## src/rtl/mem_port_arbiter_if.sv

```systemverilog
// Handshake bundle between the fetch/data requesters, the arbiter and the shared memory port.
// The master modport is the arbiter side; slave is the requester/memory environment.
interface mem_port_arbiter_if;
   logic        if_req;
   logic [31:0] if_addr;
   logic        if_kill;
   logic        if_ready;
   logic [31:0] if_rdata;

   logic        dm_req;
   logic        dm_we;
   logic [31:0] dm_addr;
   logic [31:0] dm_wdata;
   logic [3:0]  dm_be;
   logic        dm_ready;
   logic [31:0] dm_rdata;

   logic        mem_req;
   logic        mem_we;
   logic [31:0] mem_addr;
   logic [31:0] mem_wdata;
   logic [3:0]  mem_be;
   logic        mem_ack;
   logic [31:0] mem_rdata;

   modport master (
      input  if_req, if_addr, if_kill,
      output if_ready, if_rdata,
      input  dm_req, dm_we, dm_addr, dm_wdata, dm_be,
      output dm_ready, dm_rdata,
      output mem_req, mem_we, mem_addr, mem_wdata, mem_be,
      input  mem_ack, mem_rdata
   );

   modport slave (
      output if_req, if_addr, if_kill,
      input  if_ready, if_rdata,
      output dm_req, dm_we, dm_addr, dm_wdata, dm_be,
      input  dm_ready, dm_rdata,
      input  mem_req, mem_we, mem_addr, mem_wdata, mem_be,
      output mem_ack, mem_rdata
   );
endinterface

```

## src/rtl/mem_port_arbiter.sv

```systemverilog
// Arbitrates instruction fetch and data accesses onto one shared memory port.
// Data wins by default; fetch is forced through after STARVE_MAX back-to-back data grants.
module mem_port_arbiter #(
   parameter int unsigned STARVE_MAX = 4
) (
   input logic            clk,
   input logic            rst,
   mem_port_arbiter_if.master bus
);
   localparam int unsigned SW = (STARVE_MAX < 1) ? 1 : $clog2(STARVE_MAX + 1);
   localparam logic [SW-1:0] STARVE_LIM = SW'(STARVE_MAX);

   typedef enum logic [1:0] {IDLE, BUSY_I, BUSY_D} state_t;

   state_t        state_q;
   state_t        state_d;
   logic [SW-1:0] starve_q;
   logic          kill_q;
   logic          grant_i_c;
   logic          grant_d_c;
   logic          done_i_c;
   logic          done_d_c;

   always_ff @(posedge clk) begin
      if (rst) state_q <= IDLE;
      else     state_q <= state_d;
   end

   // Grant decisions only in IDLE, so an ack cycle can never overlap a new grant.
   always_comb begin
      state_d   = state_q;
      grant_i_c = 1'b0;
      grant_d_c = 1'b0;
      done_i_c  = 1'b0;
      done_d_c  = 1'b0;
      case (state_q)
         IDLE: begin
            if (bus.dm_req && (starve_q < STARVE_LIM)) begin
               state_d   = BUSY_D;
               grant_d_c = 1'b1;
            end else if (bus.if_req && !bus.if_kill) begin
               state_d   = BUSY_I;
               grant_i_c = 1'b1;
            end
         end
         BUSY_I: begin
            if (bus.mem_ack) begin
               state_d  = IDLE;
               done_i_c = 1'b1;
            end
         end
         BUSY_D: begin
            if (bus.mem_ack) begin
               state_d  = IDLE;
               done_d_c = 1'b1;
            end
         end
         default: state_d = IDLE;
      endcase
   end

   // Command capture, completion and read-data return.
   always_ff @(posedge clk) begin
      if (rst) begin
         bus.mem_req   <= 1'b0;
         bus.mem_we    <= 1'b0;
         bus.mem_addr  <= '0;
         bus.mem_wdata <= '0;
         bus.mem_be    <= '0;
         bus.if_ready  <= 1'b0;
         bus.if_rdata  <= '0;
         bus.dm_ready  <= 1'b0;
         bus.dm_rdata  <= '0;
         starve_q      <= '0;
         kill_q        <= 1'b0;
      end else begin
         bus.if_ready <= 1'b0;
         bus.dm_ready <= 1'b0;

         if (grant_d_c) begin
            bus.mem_req   <= 1'b1;
            bus.mem_we    <= bus.dm_we;
            bus.mem_addr  <= bus.dm_addr;
            bus.mem_wdata <= bus.dm_wdata;
            bus.mem_be    <= bus.dm_be;
         end else if (grant_i_c) begin
            bus.mem_req   <= 1'b1;
            bus.mem_we    <= 1'b0;
            bus.mem_addr  <= bus.if_addr;
            bus.mem_wdata <= '0;
            bus.mem_be    <= 4'b1111;
         end

         if (done_i_c) begin
            bus.mem_req <= 1'b0;
            kill_q      <= 1'b0;
            if (!kill_q && !bus.if_kill) begin
               bus.if_ready <= 1'b1;
               bus.if_rdata <= bus.mem_rdata;
            end
         end else if ((state_q == BUSY_I) && bus.if_kill) begin
            kill_q <= 1'b1;
         end

         if (done_d_c) begin
            bus.mem_req  <= 1'b0;
            bus.dm_ready <= 1'b1;
            if (!bus.mem_we) bus.dm_rdata <= bus.mem_rdata;
         end

         // Starvation count only grows while fetch is actually waiting.
         if (grant_i_c || ((state_q == IDLE) && !bus.if_req)) begin
            starve_q <= '0;
         end else if (grant_d_c && bus.if_req && (starve_q < STARVE_LIM)) begin
            starve_q <= starve_q + SW'(1);
         end
      end
   end
endmodule

```

## src/flat_wrapper.sv

```systemverilog
// flat-port wrapper written by rule: the top's interface ports become plain ports
module mem_port_arbiter_flat 
#(
   parameter int unsigned STARVE_MAX = 4
)
  (clk, rst, bus_if_req, bus_if_addr, bus_if_kill, bus_if_ready, bus_if_rdata, bus_dm_req, bus_dm_we, bus_dm_addr, bus_dm_wdata, bus_dm_be, bus_dm_ready, bus_dm_rdata, bus_mem_req, bus_mem_we, bus_mem_addr, bus_mem_wdata, bus_mem_be, bus_mem_ack, bus_mem_rdata);
  mem_port_arbiter_if bus_i ();
  input logic clk;
  input logic rst;
  input wire logic [$bits(bus_i.if_req)-1:0] bus_if_req;
  input wire logic [$bits(bus_i.if_addr)-1:0] bus_if_addr;
  input wire logic [$bits(bus_i.if_kill)-1:0] bus_if_kill;
  output wire logic [$bits(bus_i.if_ready)-1:0] bus_if_ready;
  output wire logic [$bits(bus_i.if_rdata)-1:0] bus_if_rdata;
  input wire logic [$bits(bus_i.dm_req)-1:0] bus_dm_req;
  input wire logic [$bits(bus_i.dm_we)-1:0] bus_dm_we;
  input wire logic [$bits(bus_i.dm_addr)-1:0] bus_dm_addr;
  input wire logic [$bits(bus_i.dm_wdata)-1:0] bus_dm_wdata;
  input wire logic [$bits(bus_i.dm_be)-1:0] bus_dm_be;
  output wire logic [$bits(bus_i.dm_ready)-1:0] bus_dm_ready;
  output wire logic [$bits(bus_i.dm_rdata)-1:0] bus_dm_rdata;
  output wire logic [$bits(bus_i.mem_req)-1:0] bus_mem_req;
  output wire logic [$bits(bus_i.mem_we)-1:0] bus_mem_we;
  output wire logic [$bits(bus_i.mem_addr)-1:0] bus_mem_addr;
  output wire logic [$bits(bus_i.mem_wdata)-1:0] bus_mem_wdata;
  output wire logic [$bits(bus_i.mem_be)-1:0] bus_mem_be;
  input wire logic [$bits(bus_i.mem_ack)-1:0] bus_mem_ack;
  input wire logic [$bits(bus_i.mem_rdata)-1:0] bus_mem_rdata;
  assign bus_i.if_req = bus_if_req;
  assign bus_i.if_addr = bus_if_addr;
  assign bus_i.if_kill = bus_if_kill;
  assign bus_if_ready = bus_i.if_ready;
  assign bus_if_rdata = bus_i.if_rdata;
  assign bus_i.dm_req = bus_dm_req;
  assign bus_i.dm_we = bus_dm_we;
  assign bus_i.dm_addr = bus_dm_addr;
  assign bus_i.dm_wdata = bus_dm_wdata;
  assign bus_i.dm_be = bus_dm_be;
  assign bus_dm_ready = bus_i.dm_ready;
  assign bus_dm_rdata = bus_i.dm_rdata;
  assign bus_mem_req = bus_i.mem_req;
  assign bus_mem_we = bus_i.mem_we;
  assign bus_mem_addr = bus_i.mem_addr;
  assign bus_mem_wdata = bus_i.mem_wdata;
  assign bus_mem_be = bus_i.mem_be;
  assign bus_i.mem_ack = bus_mem_ack;
  assign bus_i.mem_rdata = bus_mem_rdata;
  mem_port_arbiter #(.STARVE_MAX(STARVE_MAX)) u_core (.clk(clk), .rst(rst), .bus(bus_i));
endmodule
```

## config.mk

```make
export PLATFORM = sky130hd
export DESIGN_NAME = mem_port_arbiter_flat
export DESIGN_NICKNAME = d
export VERILOG_FILES = /design/src/rtl/mem_port_arbiter_if.sv /design/src/rtl/mem_port_arbiter.sv /design/src/flat_wrapper.sv
export SDC_FILE = /design/constraint.sdc
export NUM_CORES = 1
export LEC_CHECK = 0
export ABC_AREA = 1
export BUFFER_PORTS_ARGS = -buffer_cell sky130_fd_sc_hd__buf_2
export CAP_MARGIN = 40
export CORE_UTILIZATION = 45
export CTS_CLUSTER_DIAMETER = 30
export DETAILED_ROUTE_END_ITERATION = 16
export GPL_TIMING_DRIVEN = 0
export MAX_ROUTING_LAYER = met4
export PLACE_DENSITY = 0.78
export SYNTH_ARGS = -nofsm -noshare
export SYNTH_HDL_FRONTEND = slang
export SYNTH_SLANG_ARGS = --single-unit
```

## constraint.sdc

```tcl
create_clock -name clk -period 2.7 [get_ports clk]
set_input_delay 0.135 -clock clk [delete_from_list [all_inputs] [get_ports clk]]
set_output_delay 0.135 -clock clk [all_outputs]
set_load 0.01 [all_outputs]
```

* Word level (Yosys, flattened, before mapping)
Index checks and enable logic that the tools add are counted.
** Word-level totals
- Register bits :: 142
- Input port bits :: 139
- Output and inout port bits :: 136
- Word-level logic and storage cells :: 65
** Operators by class
- Add/subtract/negate cells :: 1
- $lt $le $gt $ge :: 1
- Eq/ne operators :: 4
- Multiplexer cells :: 24
- Bitwise gates (word level) :: 2
- Reductions and logical operators :: 21
** Operators by type and width (number)
- $mux 32 :: 4
- $mux 1 :: 14
- $mux 4 :: 2
- $reduce_or 2->1 :: 4
- $logic_and 1x1->1 :: 7
- $mux 2 :: 3
- $reduce_and 2->1 :: 3
- $pmux 2 s2 :: 1
- $add 3x1->3 const B :: 1
- $logic_not 1->1 :: 3
- $lt 3x3->1 const B :: 1
- $ne 3x1->1 const B :: 1
- $reduce_or 3->1 :: 1
- $eq 2x1->1 const B :: 1
- $eq 2x2->1 const B :: 1
- $logic_not 2->1 :: 1
- $ne 2x1->1 const B :: 1
- $not 1->1 :: 2
- $reduce_bool 2->1 :: 1
- $logic_or 1x1->1 :: 1

* Longest topological paths before layout
- Depth in word-level cells :: 7
- Mapped depth :: 9
- Depth with buffers taken out :: 8

* Worst setup path after synthesis
No wires, ideal clock.
- Path kind :: register to register
- Start point :: register u_core.state_q[0]
- End point :: register u_core.bus.mem_addr[22]
- Library setup time :: 0.113 ns
- Data arrival time :: 1.328 ns
- Data required time :: 2.587 ns
- Path slack :: 1.259 ns
- Stages on the path, launching flop included :: 9
- Path buffers :: 2
- Period minus slack after synthesis :: 1.441 ns
- Cell sequence :: dfxtp_1 inv_1 ha_1 buf_4 nand3_2 clkbuf_1 nand3b_1 nand2_1 nor2_1
** Between the ends
- Longest elaborated chain between the ends :: 3
- Elaborated cells between the ends (all ways) :: 5
- Classes of those cells :: mux (3); reduce/logical (2)
** Ends and longest elaborated chain
- from (decl) :: RTL line mem_port_arbiter.sv:15 : state_t state_q;
- from (signal assigned) :: RTL line mem_port_arbiter.sv:26 : else state_q <= state_d;
- $logic_not 2->1 * :: RTL line mem_port_arbiter.sv:36 : case (state_q)
- $mux 1 :: RTL line mem_port_arbiter.sv:36
- $mux 32 or $reduce_bool 2->1 (tied branches)
- to (signal assigned) :: RTL line mem_port_arbiter.sv:83 : bus.mem_addr <= bus.dm_addr;
- to (signal assigned) :: RTL line mem_port_arbiter.sv:89 : bus.mem_addr <= bus.if_addr;
- to (decl) :: RTL line mem_port_arbiter_if.sv:31 : output mem_req, mem_we, mem_addr, mem_wdata, mem_be,
Mark *: on every way between the ends. The rest lies on a longest branch, timed or not.
A chain may end at the register's enable or synchronous reset.

* Worst setup path after layout
- Start point :: register u_core.state_q[0]
- End point :: register u_core.bus.dm_rdata[10]
** Between the ends
- Longest elaborated chain between the ends :: 3
** Ends and longest elaborated chain
- $eq 2x2->1 :: RTL line mem_port_arbiter.sv:36
- $mux 1 :: RTL line mem_port_arbiter.sv:36
- $reduce_and 2->1 (no line)
- to (signal assigned) :: RTL line mem_port_arbiter.sv:108 : if (!bus.mem_we) bus.dm_rdata <= bus.mem_rdata;
- to (decl) :: RTL line mem_port_arbiter_if.sv:30 : output dm_ready, dm_rdata,
No other way between the ends.

==> run summary <==
Status: finished, final reports clean
Final non-filler cell total: 1329
Die height: 115 um
Top Ports: 275
Final wirelength: 20100 um
Worst hold path class: in -> reg
Area post-placement: 7320 um^2
HP Start: bus_dm_wdata[24]
R2r startpoint: u_core.state_q[0]$_SDFFE_PP0P_
Pwr dens: 659 nW/um^2
Via count: 6713
Gr usage total: 0.307
Worst relative slew slack: 0.629
Simple-gate share of the synthesized area: 0.343
Site row count: 40
Die Area: 13200 um^2
Worst setup path category: reg -> reg
Setup Fix Bufs, Post-CTS: 0
Largest net degree at the start of global routing: 17
Synth Area in XOR/XNOR: 0
Mapped Cells: 790
Crit Path Max Fanout: 10
CP required: 3010 ps
GPL Wtd Cong: 0.801
Drt drc: 0
Initial Util: 0.470
Slew at the pin closest to its max-slew limit: 556 ps
GRT overflow: 0
Final Power: 5.65 mW
First-pass GRT wire length: 30400 um
Placed Cells: 1232
Worst setup slack after layout: 941 ps
Pins Over Slew Limit: 0
Largest family of logic cells by synthesized area: simple AND/OR/NAND/NOR gates
Final setup fails: 0
Worst R2R Setup Slack: 940 ps
Worst hold margin: 8.20 ps
Yosys reg bits: 142
Cell Area, Synth: 5740 um^2
Root buffer cell: clkbuf_16
Post-synth cell types: 20
Critical path data arrival time: 2070 ps
CTS Hold Bufs: 63
DRT iter0 DRCs: 593
Pre-CTS setup slack: 943 ps
Area Growth Syn to Fin: 49.4%
Fin util: 0.702
CORE AREA: 12200 um^2
Leakage: 4.48 nW
H-tree levels: 4
DP HPWL: 12800 um
Avg WL per Cell: 15.1 um
Reg2Reg Depth: 8
Vias/cell: 5.05
Clock transition at path regs: 60 ps
CTS tree: yes
Die width: 115 um
Cells resized by post-CTS repair: 0
Crit start category: flip-flop
Top post-synthesis cells by area: dfxtp_1 (50%), nor2_1 (13%), nand2_1 (9.8%)
Vias in the first global route: 6421
Setup TNS: 0 ps
Layout Skew: 15.5 ps
Period minus WS final: 1760 ps
Max-cap violations: 0
Hold Crit Endpoint: u_core.bus.mem_wdata[24]$_SDFFE_PP0P_
Initial antenna violation count: 1
Routed Antenna Nets: 0
Share of layout cells above drive strength 1: 0.299
IO buf count: 274
Worst hold path depth: 3
Final #Nets: 1289
Reg2Reg Capture Point: u_core.bus.dm_rdata[10]$_SDFFE_PP0P_
Max clock buf depth: 2
Clk sinks: 142
CTS buffer count: 17
Syn. warnings: 0
Skew-Pair Late Insertion Delay: 420 ps
Final hold vios: 0
Compound-Gate Fraction of Synth Area: 0.0942
Worst Setup End Kind: flip-flop
Fin crit share: 0.651
Yosys top cell by area: dfxtp_1
Syn avg cell area: 7.26 um^2
Maximum operating frequency: 0.569 GHz
First-pass detailed-route iteration total: 5
Maximum VDD drop: 0.582 mV
Register area share after synthesis: 0.495
Post-Syn Nets: 933
Multiplexer area fraction after synthesis: 0
Design area: 8570 um^2
Unrepaired setup endpoints after global routing: false
Adder-cell share of the synthesized area: 0.00872
Area share of the largest cell type after synthesis: 0.495
[worst max-delay path, cell delays in order, from the launching register on]
cell and delay [ps]:
dfxtp_1 320, inv_1 80, ha_1 170, nand2_1 80, nor2_1 340, inv_1 180, buf_2 230, nor2_1 190
nor2_1 70
[synth_stat cells]
cell type and number:
nand2_1 150, nand3b_1 32, buf_2 27, a21oi_1 41, o21ai_0 67, buf_1 2, nand4_1 1, inv_2 4
nand3_1 69, nor2_1 201, ha_1 4, nor3_2 1, dfxtp_1 142, buf_4 4, clkinv_1 2, inv_1 13
nand2_2 3, nor2_4 2, nand3_2 1, clkbuf_1 24
[state kept, by name, indices dropped and copies added (netlist names)]
register,count
u_core.bus.dm_rdata,32
u_core.kill_q,1
u_core.starve_q,3
u_core.bus.dm_ready,1
u_core.bus.mem_req,1
u_core.bus.if_rdata,32
u_core.bus.mem_wdata,32
u_core.bus.mem_addr,32
u_core.bus.if_ready,1
u_core.bus.mem_be,4
u_core.state_q,2
u_core.bus.mem_we,1
[where the power goes]
part | switching (mW) | leakage [nW] | internal, mW
Clock | 0.892 | 0.291 | 1.51
Combinational | 0.540 | 3.03 | 0.407
Sequential | 0.0681 | 1.16 | 2.23
Total | 1.50 | 4.48 | 4.15
[final cells by class]
class	instances	area (um^2)
Sequential cell	142	2840
Timing Repair Buffer	337	2000
Antenna cell	2	5.00
Buffer	57	263
Tap cell	168	210
Clock buffer	24	512
Clock inverter	8	104
Fill cell	992	3640
Inverter	19	71.3
Multi-Input combinational cell	572	2560
[cell families after synthesis]
logic type	count (synthesis)
and+or+nand+nor	460
DFF	142
AOI/OAI and AO/OA	108
buffers and inverters	76
adders and majority gates	4
[metal layers]
metal | global-route usage | vias to the layer above | routed length [um] | part of all wire
met5 | - | - | 0 | 0
met4 | 0.152 | 0 | 690 | 0.034
met3 | 0.0791 | 61 | 1490 | 0.074
met2 | 0.534 | 313 | 9870 | 0.49
met1 | 0.324 | 3086 | 8040 | 0.40
li1 | - | 3253 | - | -
[placed cells by master, fill, tap and decap left out]
cell             n
a21oi_1         41
buf_1            2
buf_2          301
buf_4            4
bufinv_16        2
clkbuf_1        25
clkbuf_16       17
clkbuf_8         6
clkinv_1         2
clkinv_2         1
clkinv_4         1
clkinvlp_4       4
dfxtp_1        142
diode_2          2
dlygate4sd3_1   63
ha_1             4
inv_1           13
inv_2            4
nand2_1        150
nand2_2          3
nand3_1         69
nand3_2          1
nand3b_1        32
nand4_1          1
nor2_1         201
nor2_4           2
nor3_2           1
o21ai_0         67
[worst max path at each step]
stage | startpoint | endpoint | slack [ps] | depth (start not counted)
2_1_floorplan | u_core.state_q[0]$_SDFFE_PP0P_ | u_core.bus.mem_addr[22]$_SDFFE_PP0P_ | 1260 | 8
3_3_place_gp | u_core.state_q[0]$_SDFFE_PP0P_ | u_core.bus.dm_rdata[10]$_SDFFE_PP0P_ | 970 | 8
3_5_place_dp | u_core.state_q[0]$_SDFFE_PP0P_ | u_core.bus.dm_rdata[10]$_SDFFE_PP0P_ | 940 | 8
4_1_cts | u_core.state_q[0]$_SDFFE_PP0P_ | u_core.bus.dm_rdata[10]$_SDFFE_PP0P_ | 920 | 8
5_1_grt | u_core.state_q[0]$_SDFFE_PP0P_ | u_core.bus.dm_rdata[14]$_SDFFE_PP0P_ | 750 | 7
6_report | u_core.state_q[0]$_SDFFE_PP0P_ | u_core.bus.dm_rdata[10]$_SDFFE_PP0P_ | 940 | 8
(Power assumes the default switching activity.)
